### config.mk
export PLATFORM = sky130hd
export DESIGN_NAME = heartbeat_monitor
export DESIGN_NICKNAME = d
export VERILOG_FILES = /design/src/rtl/heartbeat_pkg.sv /design/src/rtl/heartbeat_channel.sv /design/src/rtl/heartbeat_monitor.sv
export SDC_FILE = /design/constraint.sdc
export NUM_CORES = 1
export LEC_CHECK = 0
export BUFFER_PORTS_ARGS = -buffer_cell sky130_fd_sc_hd__buf_4
export CORE_ASPECT_RATIO = 1.75
export CORE_MARGIN = 3
export CORE_UTILIZATION = 25
export CTS_BUF_LIST = sky130_fd_sc_hd__clkbuf_16
export DETAILED_ROUTE_END_ITERATION = 6
export HOLD_SLACK_MARGIN = 0.12
export PLACE_DENSITY = 0.44
export SLEW_MARGIN = 40
export SYNTH_ARGS = -nofsm -noshare
export SYNTH_HDL_FRONTEND = slang
export SYNTH_SLANG_ARGS = --single-unit
### constraint.sdc
create_clock -name iClk -period 2.8 [get_ports iClk]
set_input_delay 0.14 -clock iClk [delete_from_list [all_inputs] [get_ports iClk]]
set_output_delay 0.14 -clock iClk [all_outputs]
set_load 0.02 [all_outputs]
### src/rtl/heartbeat_pkg.sv
// Shared types and constants for the multi-channel heartbeat monitor.
package heartbeat_pkg;

  typedef enum logic [1:0] {
    ST_BLANK = 2'd0,
    ST_IDLE  = 2'd1,
    ST_MON   = 2'd2,
    ST_FAULT = 2'd3
  } ch_state_e;

  localparam int CAUSE_TIMEOUT = 0;
  localparam int CAUSE_FAST    = 1;

  localparam int EVT_W = 16;

endpackage

### src/rtl/heartbeat_channel.sv
// One heartbeat channel: input synchroniser, edge detector, gap counter and
// the BLANK/IDLE/MON/FAULT state machine.
module heartbeat_channel
  import heartbeat_pkg::*;
#(
  parameter int CNT_W        = 32,
  parameter int TIMEOUT_CYC  = 45000,
  parameter int MIN_EDGE_CYC = 0,
  parameter int SYNC_STAGES  = 2,
  parameter int LATCH_FAULT  = 1
) (
  input  logic       iClk,
  input  logic       iRst_n,
  input  logic       iHeartbeat,
  input  logic       iChEn,
  input  logic       iClear,
  input  logic       iReady,
  output logic       oFault,
  output logic [1:0] oCause,
  output logic       oNewFault
);

  localparam logic [CNT_W-1:0] TIMEOUT_V = CNT_W'(TIMEOUT_CYC);
  localparam logic [CNT_W-1:0] LAST_V    = CNT_W'(TIMEOUT_CYC - 1);

  logic [SYNC_STAGES-1:0] sync_q;
  logic                   prev_q;
  logic                   strobe;
  logic                   too_fast;

  ch_state_e        state_q, state_d;
  logic [CNT_W-1:0] cnt_q, cnt_d, cnt_inc;
  logic [1:0]       cause_q, cause_d;
  logic             new_fault;

  // NOTE: every flop uses non-blocking assignment so all state updates on the
  // same edge see the pre-edge values of each other.
  always_ff @(posedge iClk or negedge iRst_n) begin
    if (!iRst_n) begin
      sync_q <= '0;
      prev_q <= 1'b0;
    end else begin
      sync_q <= {sync_q[SYNC_STAGES-2:0], iHeartbeat};
      prev_q <= sync_q[SYNC_STAGES-1];
    end
  end

  // Either polarity of the synchronised heartbeat counts as an edge.
  assign strobe  = sync_q[SYNC_STAGES-1] ^ prev_q;
  assign cnt_inc = (cnt_q == TIMEOUT_V) ? cnt_q : cnt_q + CNT_W'(1);

  generate
    if (MIN_EDGE_CYC > 0) begin : g_fast
      localparam logic [CNT_W-1:0] MIN_V = CNT_W'(MIN_EDGE_CYC);
      assign too_fast = strobe && (cnt_q < MIN_V);
    end else begin : g_no_fast
      assign too_fast = 1'b0;
    end
  endgenerate

  // NOTE: every output of this block gets a default first, so no branch can
  // leave a signal unassigned and infer a latch.
  always_comb begin
    state_d   = state_q;
    cnt_d     = cnt_q;
    cause_d   = cause_q;
    new_fault = 1'b0;

    unique case (state_q)
      ST_BLANK: begin
        cnt_d = '0;
        if (iReady) state_d = iChEn ? ST_MON : ST_IDLE;
      end

      ST_IDLE: begin
        cnt_d   = '0;
        cause_d = '0;
        if (iChEn) state_d = ST_MON;
      end

      ST_MON: begin
        if (!iChEn) begin
          state_d = ST_IDLE;
          cnt_d   = '0;
        end else if (too_fast || (!strobe && cnt_q == LAST_V)) begin
          // A clear coinciding with a new fault condition wins.
          if (iClear) begin
            cnt_d = '0;
          end else begin
            state_d                = ST_FAULT;
            cnt_d                  = strobe ? '0 : cnt_inc;
            cause_d                = '0;
            cause_d[CAUSE_FAST]    = too_fast;
            cause_d[CAUSE_TIMEOUT] = !too_fast;
            new_fault              = 1'b1;
          end
        end else begin
          cnt_d = strobe ? '0 : cnt_inc;
        end
      end

      ST_FAULT: begin
        cnt_d = strobe ? '0 : cnt_inc;
        if (!iChEn) begin
          state_d = ST_IDLE;
          cnt_d   = '0;
          cause_d = '0;
        end else if (iClear) begin
          state_d = ST_MON;
          cnt_d   = '0;
          cause_d = '0;
        end else if (LATCH_FAULT == 0) begin
          if (too_fast) begin
            cause_d             = '0;
            cause_d[CAUSE_FAST] = 1'b1;
          end else if (strobe) begin
            state_d = ST_MON;
            cnt_d   = '0;
            cause_d = '0;
          end
        end
      end
    endcase
  end

  always_ff @(posedge iClk or negedge iRst_n) begin
    if (!iRst_n) begin
      state_q <= ST_BLANK;
      cnt_q   <= '0;
      cause_q <= '0;
    end else begin
      state_q <= state_d;
      cnt_q   <= cnt_d;
      cause_q <= cause_d;
    end
  end

  assign oFault    = (state_q == ST_FAULT);
  assign oCause    = cause_q;
  assign oNewFault = new_fault;

endmodule

### src/rtl/heartbeat_monitor.sv
// Multi-channel heartbeat watchdog: shared startup blanking, per-channel
// monitors and a saturating count of fault-entry events.
module heartbeat_monitor
  import heartbeat_pkg::*;
#(
  parameter int N_CH         = 4,
  parameter int CNT_W        = 32,
  parameter int TIMEOUT_CYC  = 45000,
  parameter int MIN_EDGE_CYC = 0,
  parameter int START_CYC    = 30000,
  parameter int SYNC_STAGES  = 2,
  parameter int LATCH_FAULT  = 1
) (
  input  logic              iClk,
  input  logic              iRst_n,
  input  logic [N_CH-1:0]   iHeartbeat,
  input  logic [N_CH-1:0]   iChEn,
  input  logic [N_CH-1:0]   iClear,
  output logic [N_CH-1:0]   oFault,
  output logic [2*N_CH-1:0] oCause,
  output logic              oAnyFault,
  output logic              oReady,
  output logic [EVT_W-1:0]  oEvtCnt
);

  localparam logic [CNT_W-1:0] START_V = CNT_W'(START_CYC);

  logic [CNT_W-1:0] start_cnt_q, start_cnt_d;
  logic             ready_q, ready_d;
  logic [EVT_W-1:0] evt_cnt_q, evt_cnt_d;
  logic [N_CH-1:0]  new_fault;

  // Ready is registered from the next count so it rises on the edge the
  // blanking counter reaches START_CYC.
  always_comb begin
    start_cnt_d = (start_cnt_q == START_V) ? start_cnt_q : start_cnt_q + CNT_W'(1);
    ready_d     = (start_cnt_d == START_V);
    evt_cnt_d   = evt_cnt_q;
    if ((|new_fault) && (evt_cnt_q != '1)) evt_cnt_d = evt_cnt_q + EVT_W'(1);
  end

  always_ff @(posedge iClk or negedge iRst_n) begin
    if (!iRst_n) begin
      start_cnt_q <= '0;
      ready_q     <= 1'b0;
      evt_cnt_q   <= '0;
    end else begin
      start_cnt_q <= start_cnt_d;
      ready_q     <= ready_d;
      evt_cnt_q   <= evt_cnt_d;
    end
  end

  generate
    for (genvar g = 0; g < N_CH; g++) begin : g_ch
      heartbeat_channel #(
        .CNT_W        (CNT_W),
        .TIMEOUT_CYC  (TIMEOUT_CYC),
        .MIN_EDGE_CYC (MIN_EDGE_CYC),
        .SYNC_STAGES  (SYNC_STAGES),
        .LATCH_FAULT  (LATCH_FAULT)
      ) u_ch (
        .iClk       (iClk),
        .iRst_n     (iRst_n),
        .iHeartbeat (iHeartbeat[g]),
        .iChEn      (iChEn[g]),
        .iClear     (iClear[g]),
        .iReady     (ready_q),
        .oFault     (oFault[g]),
        .oCause     (oCause[2*g +: 2]),
        .oNewFault  (new_fault[g])
      );
    end
  endgenerate

  assign oAnyFault = |oFault;
  assign oReady    = ready_q;
  assign oEvtCnt   = evt_cnt_q;

endmodule

==> qor.txt, run 1 <==
Mean Syn Cell Area -> 9.721 sq um
Part of the total power dissipated in combinational logic -> 9.8%
Worst Setup End Kind -> register
Vias in the first global route -> 8221
Maximum number of pins on one net before global-route repair -> 71
Clock-pin slew on the worst setup and hold paths -> 0.06 ns
Max stage delay on crit path -> 0.54 ns
Chip width -> 160.6 um
Switching portion of total power -> 26.19%
First DRT Iteration DRCs -> 302
PD cells -> 513.4 nW/um^2
Cts bufs inserted -> 23
Unrepaired setup endpoints after global routing -> false
Worst reg2reg path depth -> 8
First-pass GRT wire length -> 41.52 mm
Placeable Area -> 41080 sq um
Maximum count of clock buffers along a single path -> 3
Clock insertion delay at the later pin of the skew report -> 0.54 ns
Detailed-route DRC error count -> 0
Initial antenna violation count -> 2
Startpoint of the worst-slack reg-to-reg timing path -> g_ch[0].u_ch.cnt_q[24]
Number of storage elements in the synthesis netlist -> 201
Starting utilization of the core area -> 25.46%
Area growth syn-to-layout -> 21.00%
Number of setup violations in the final report -> 0
Warning count from the yosys run -> 0
Routed vias/inst -> 4.471
Arrival time of the worst setup path -> 3.07 ns
Crit path buffers/inverters -> 2
GP Congestion -> 0.7740
Clock tree from TritonCTS -> done
Final hold violations -> 0
CP max stage cell -> or4b_4
Cell-by-cell listing of the critical path -> or4_1, or4b_4, buf_4, or3_4, o21ai_1, a211o_1, buf_12, nor2_1
Cell area after technology mapping -> 10460 sq um
Floorplan row count -> 98
Flop pwr share -> 46.0%
Overall via count from detail_route -> 7815
Share of the yosys chip area belonging to registers -> 48.09%
Kind of cell adding the most delay to the critical path -> simple AND/OR/NAND/NOR gates
Sw Pwr -> 1.702 mW
EDFF count, synth -> 0
Peak clock frequency supported by timing -> 375.0 MHz
Vertical die dimension -> 276.6 um
Fraction of final layout cells sized beyond drive strength 1 -> 12.61%
Core Util, Final -> 30.81%
DIE AREA -> 44430 sq um
Net count, final -> 1226
Total leakage power -> 5.324 nW
HPWL after detailed placement -> 17.46 mm
Count of non-filler cells in the finished layout -> 1748
Worst-path maximum fanout -> 32
Max Clock Skew -> 0.02854 ns
Clock network fraction of design power -> 44.3%
Required @ worst endpoint -> 3.21 ns
Internal power -> 4.797 mW
Type of the worst setup path -> reg2reg
Number of primary I/O pins -> 44
Average routed wire per standard cell -> 14.08 um
Number of instances in the synthesized netlist -> 1076
Worst min path class -> in2async
Number of violations of the max-capacitance limit -> 0
Worst relative slew slack -> 49.45%
Primary flip-flop cell chosen by synthesis mapping -> dfrtp_1
Number of iterations in the first detailed-routing pass -> 5
Capture point of the worst reg-to-reg path -> g_ch[0].u_ch.cnt_q[9]
Fraction of registers with async set or reset after synthesis -> 100.0%
Worst-case register-to-register setup slack -> 0.13 ns
Port-buffer cells -> 39
Yosys cell types -> 58
Global-route usage over all layers -> 11.15%
Congestion Overflow GR -> 0
Clock period minus final worst setup slack -> 2.667 ns
Drt total wl -> 24.61 mm
Status -> completed
Antenna Nets Post-Route -> 0
Slew at the pin closest to its max-slew limit -> 0.7558 ns
Total number of H-tree levels -> 1
Crit share post-route -> 95.24%
Kind of start point of the critical path -> register
Placed cell count -> 1692
Clock root buffer -> clkbuf_16
Peak supply drop -> 350.5 uV
Post-Route Hold Slack -> 0.1777 ns
Max-slew violation count -> 0
Total number of clock tree sinks -> 201
-- layout by cell type (no fill, tap or decap), types with 3 or more instances in the layout --
cell type	instances
dfrtp_1	201
clkbuf_16	23
nor4_1	23
nand3_1	66
nor4_2	5
clkinv_1	6
nor2_1	183
clkinv_2	6
dlygate4sd3_1	14
ha_1	31
and2_1	5
mux2_2	4
a22oi_1	5
nor2b_1	11
nor3_2	5
conb_1	4
nor3_1	18
nand2_1	86
buf_4	89
xnor2_1	82
a21oi_1	12
nor3b_1	4
nand4_1	28
and4b_1	3
xor2_1	89
nor4b_1	6
o211ai_1	3
a31oi_1	3
o21ai_0	15
and3_1	35
nor4bb_1	6
or3_1	3
or4_1	6
or2_2	3
nand2b_1	8
inv_1	42
buf_12	5
and4_1	15
mux2i_1	11
-- sequential cells by signal, summed over array words and instances (netlist names) --
signal             count
g_ch.u_ch.cnt_q      128
g_ch.u_ch.oCause       4
g_ch.u_ch.prev_q       4
g_ch.u_ch.state_q      8
g_ch.u_ch.sync_q       8
oEvtCnt               16
oReady                 1
start_cnt_q           32
-- worst register-to-register path, delay by kind of cell, from the launching register on --
kind,cells,cell delay [ns]
compound gates,2,0.31
simple gates,4,1.51
flops,1,0.37
buf+inv,2,0.35
-- per-stage QoR --
| step | worst slack, ns | TNS [ns] | area [sq um] | power (mW) |
|---|---|---|---|---|
| final | 0.1332 | 0 | 12660 | 6.498 |
| after global routing | 0.01731 | 0 | 12650 | 6.821 |
| after CTS | 0.08685 | 0 | 12630 | 6.648 |
| after detailed placement | 0.1070 | 0 | 11790 | 3.674 |
| after global placement | -0.06787 | -0.1018 | 11780 | 3.670 |
| after floorplan | 0.1592 | 0 | 10470 | 3.451 |
-- layout make-up --
class / instances / area (sq um)
timing repair buffer: 109 / 923.4
sequential: 201 / 5030
antenna: 1 / 2.502
inverter: 39 / 146.4
fill: 4300 / 28420
tap: 550 / 688.2
clock inverter: 18 / 122.6
multi-input combinational: 807 / 5169
clock buffer: 23 / 575.6
-- synth_stat cells (all sizes together), types with 4 or more instances --
| library cell | count | area (sq um) |
|---|---|---|
| dfrtp | 201 | 5030 |
| nor2 | 183 | 686.9 |
| xor2 | 89 | 779.5 |
| nand2 | 86 | 322.8 |
| xnor2 | 82 | 718.2 |
| nand3 | 66 | 330.3 |
| inv | 39 | 146.4 |
| and3 | 35 | 219.0 |
| ha | 31 | 387.9 |
| nand4 | 28 | 175.2 |
| nor4 | 28 | 187.7 |
| nor3 | 23 | 140.1 |
| clkbuf | 18 | 67.56 |
| o21ai | 17 | 85.08 |
| and4 | 15 | 131.4 |
| buf | 14 | 103.9 |
| a21oi | 12 | 60.06 |
| mux2i | 11 | 110.1 |
| nor2b | 11 | 68.82 |
| nand2b | 8 | 50.05 |
| nor4b | 7 | 67.56 |
| nor4bb | 6 | 60.06 |
| or4 | 6 | 45.04 |
| a22oi | 5 | 37.54 |
| and2 | 5 | 31.28 |
| mux2 | 5 | 56.30 |
| nor3b | 4 | 30.03 |
| or3 | 4 | 25.02 |
-- cell families (layout without fill, tap and decap cells) --
group | Yosys count | in the layout | synth area share (%)
buffers and inverters | 71 | 189 | 3.038
xor gates and xnor gates | 171 | 171 | 14.32
adders and majority gates | 31 | 31 | 3.708
AOI/OAI and AO/OA | 60 | 60 | 3.792
other | 1 | 5 | 0.03585
DFF | 201 | 201 | 48.09
and+or+nand+nor | 525 | 525 | 25.43
muxes | 16 | 16 | 1.591
-- repair_timing --
action / in CTS / in global routing
resized for setup: 0 / 5
setup endpoints to repair: 0 / 25
hold endpoints to repair: 191 / 0
setup buffers: 0 / 0
hold buffers: 14 / 0
-- power by group through the flow --
stage | logic (mW) | clock network [mW] | registers, mW
2_1_floorplan | 0.419 | 0 | 3.03
3_3_place_gp | 0.627 | 0 | 3.04
3_5_place_dp | 0.633 | 0 | 3.04
4_1_cts | 0.650 | 3.01 | 2.99
5_1_grt | 0.726 | 3.10 | 2.99
6_report | 0.634 | 2.88 | 2.99
-- worst max path at each step --
stage                      startpoint                endpoint  slack, ns  depth (start not counted)
6_report       g_ch[0].u_ch.cnt_q[24]   g_ch[0].u_ch.cnt_q[9]       0.13                          8
5_1_grt        g_ch[0].u_ch.cnt_q[27]   g_ch[0].u_ch.cnt_q[9]       0.02                          8
4_1_cts        g_ch[0].u_ch.cnt_q[28]  g_ch[0].u_ch.cnt_q[14]       0.09                          8
3_5_place_dp   g_ch[2].u_ch.cnt_q[28]             oEvtCnt[14]       0.11                          9
3_3_place_gp               oEvtCnt[0]              oEvtCnt[1]      -0.07                          8
2_1_floorplan              oEvtCnt[0]              oEvtCnt[1]       0.16                          8
-- routing by layer --
| metal | track usage [%] | vias to the layer above | share of wire, % |
|---|---|---|---|
| met5 | 0 | - | 0.053 |
| met4 | 3.653 | 2 | 2.5 |
| met3 | 1.392 | 36 | 2.8 |
| met2 | 21.70 | 87 | 55 |
| met1 | 12.27 | 3820 | 40 |
| li1 | - | 3870 | - |
(Power assumes the default switching activity.)
==> inputs of run 2 (changes only) <==
--- a/config.mk
+++ b/config.mk
@@ -8,11 +8,11 @@
 export BUFFER_PORTS_ARGS = -buffer_cell sky130_fd_sc_hd__buf_4
 export CORE_ASPECT_RATIO = 1.75
 export CORE_MARGIN = 3
-export CORE_UTILIZATION = 25
+export CORE_UTILIZATION = 45
 export CTS_BUF_LIST = sky130_fd_sc_hd__clkbuf_16
 export DETAILED_ROUTE_END_ITERATION = 6
 export HOLD_SLACK_MARGIN = 0.12
-export PLACE_DENSITY = 0.44
+export PLACE_DENSITY = 0.66
 export SLEW_MARGIN = 40
 export SYNTH_ARGS = -nofsm -noshare
 export SYNTH_HDL_FRONTEND = slang
==> run 2 against run 1 <==
Worst setup slack got worse by 0.016 ns. Sequential share of layout area is 1.8 points higher. Critical path depth stayed put. Clock power shrank 15%. Fmax fell by 0.60%. Sequential cell count stayed put. Final cell count shrank 16%. Count of clock-buffer cells in the layout fell by 2. Worst hold slack got worse by 0.032 ns. Combinational power down 0.8%. Critical endpoint is now oEvtCnt[7]. Highest routed layer unchanged.
==> qor.txt, run 2 (synthesis results as in run 1) <==
Status -> completed
Peak clock frequency supported by timing -> 372.7 MHz
Number of primary I/O pins -> 44
Starting utilization of the core area -> 45.81%
Hold Crit Depth -> 4
Floorplan row count -> 73
Detailed-route DRC error count -> 0
Peak supply drop -> 400.7 uV
Crit share post-route -> 95.82%
Area growth syn-to-layout -> 15.65%
Net count, final -> 1209
Worst-case register-to-register setup slack -> 0.12 ns
Start point of the critical path -> g_ch[0].u_ch.cnt_q[24]
Arrival time of the worst setup path -> 3.10 ns
Clock root buffer -> clkbuf_16
Required @ worst endpoint -> 3.22 ns
Type of the worst setup path -> reg2reg
Post-route design area -> 12100 sq um
Chip width -> 121.3 um
Max Clock Skew -> 0.01138 ns
First DRT Iteration DRCs -> 437
Number of iterations in the first detailed-routing pass -> 4
Worst reg2reg path depth -> 8
Worst min-delay path endpoint -> g_ch[2].u_ch.oCause[0]
Internal power -> 4.547 mW
Commonest non-fill, non-tap cells in the layout -> 201 x dfrtp_1, 183 x nor2_1, 89 x xor2_1
Overall via count from detail_route -> 7753
Maximum count of clock buffers along a single path -> 3
Most common cell after layout, fill and taps aside -> dfrtp_1
Clock tree from TritonCTS -> done
Flop pwr share -> 49.2%
Clock-pin slew on the worst setup and hold paths -> 0.07 ns
Clock network fraction of design power -> 40.4%
Startpoint of the worst-slack reg-to-reg timing path -> g_ch[0].u_ch.cnt_q[24]
Fraction of final layout cells sized beyond drive strength 1 -> 10.80%
Placed cell areas -> 11340 sq um
Beginning of the worst hold path -> iClear[2]
Vias in the first global route -> 7914
Capture point of the worst reg-to-reg path -> oEvtCnt[7]
Final setup slack of the worst path -> 0.1170 ns
Number of violations of the max-capacitance limit -> 0
Kind of start point of the critical path -> register
Port-buffer cells -> 39
Worst slack at placement -> 0.1038 ns
Total power -> 6.068 mW
PD cells -> 501.6 nW/um^2
Flip-flop count of the largest register after layout -> 128
Drt total wl -> 21.52 mm
Final hold violations -> 0
Number of setup violations in the final report -> 0
Worst-path maximum fanout -> 13
Worst Setup End Kind -> register
Max-slew violation count -> 0
Antenna Nets Post-Route -> 0
Total number of clock tree sinks -> 201
Vertical die dimension -> 207.7 um
DIE AREA -> 25180 sq um
First-pass GRT wire length -> 36.67 mm
HPWL after detailed placement -> 15.25 mm
Clock period minus final worst setup slack -> 2.683 ns
Unrepaired setup endpoints after global routing -> false
Initial antenna violation count -> 2
Congestion Overflow GR -> 0
Total number of H-tree levels -> 1
Part of the total power dissipated in combinational logic -> 10.4%
Maximum number of pins on one net before global-route repair -> 70
Global-route usage over all layers -> 17.25%
Cts bufs inserted -> 20
Routed vias/inst -> 5.249
Register with the highest flop count -> g_ch.u_ch.cnt_q
Worst relative slew slack -> 51.89%
GP Congestion -> 0.7801
Clock insertion delay at the later pin of the skew report -> 0.49 ns
Average routed wire per standard cell -> 14.57 um
Total leakage power -> 5.186 nW
Slew at the pin closest to its max-slew limit -> 0.7150 ns
Switching portion of total power -> 25.07%
Sw Pwr -> 1.522 mW
Worst min path class -> in2reg
Placeable Area -> 22830 sq um
==> run 2: changes by cell type in the layout (fill, tap and decap cells not counted), moves of 2 or more <==
cell	change
nor4_1	+2
nor4_2	-2
clkbuf_16	-2
clkinv_2	-3
buf_4	-13
==> run 2: cell type report <==
class                   instances  area [sq um]
clock buffers                  21         525.5
diodes                          1         2.502
clock inverters                13         56.30
well taps                     300         375.4
multi-input cells             807          5146
repair buffers                 95         814.5
inverters                      39         146.4
flip-flops and latches        201          5030
fillers                      2088         10740
==> run 2: metal layers <==
| metal | part of all wire, % | global-route usage (%) |
|---|---|---|
| met1 | 40 | 19.79 |
| met2 | 55 | 32.90 |
| met3 | 3.2 | 2.072 |
| met4 | 2.4 | 5.068 |
| met5 | 0.060 | 0 |
==> run 2: repair_timing <==
item / CTS / global route
endpoints found under the setup margin: 0 / 30
setup buffers: 0 / 2
hold buffers: 13 / 0
hold endpoints to repair: 80 / 0
resized for setup: 0 / 2
==> run 2: power by group through the flow <==
stage	combinational, mW	clock [mW]	sequential, mW
final	0.629	2.45	2.99
after global routing	0.712	2.62	2.99
after CTS	0.640	2.53	2.99
after detailed placement	0.620	0	3.04
after global placement	0.613	0	3.04
after floorplan	0.419	0	3.03
==> run 2: worst max-delay path, cell delays in order, from the launching register on <==
cell and delay, ns:
dfrtp_1 0.37, or4_1 0.52, or4b_1 0.58, and4bb_1 0.31
a41o_2 0.16, a211oi_4 0.08, buf_12 0.16, nor4b_2 0.27
xor2_1 0.16
==> run 2: worst max-delay path by stage <==
stage | endpoint | slack [ns]
2_1_floorplan | oEvtCnt[1] | 0.16
3_3_place_gp | oEvtCnt[1] | -0.05
3_5_place_dp | oEvtCnt[4] | 0.10
4_1_cts | oEvtCnt[4] | 0.09
5_1_grt | oEvtCnt[4] | 0.02
6_report | oEvtCnt[7] | 0.12
==> run 2: stage by stage <==
| step | util, % | setup TNS, ns | cells | hold slack [ns] |
|---|---|---|---|---|
| 2_1_floorplan | - | 0 | 1079 | -0.1556 |
| 3_3_place_gp | 49.64 | -0.05676 | 1427 | 0.1963 |
| 3_5_place_dp | 49.68 | 0 | 1427 | 0.1954 |
| 4_1_cts | 52.79 | 0 | 1474 | 0.1275 |
| 5_1_grt | 52.98 | 0 | 1477 | 0.2074 |
| 6_report | 52.98 | 0 | 1477 | 0.1461 |
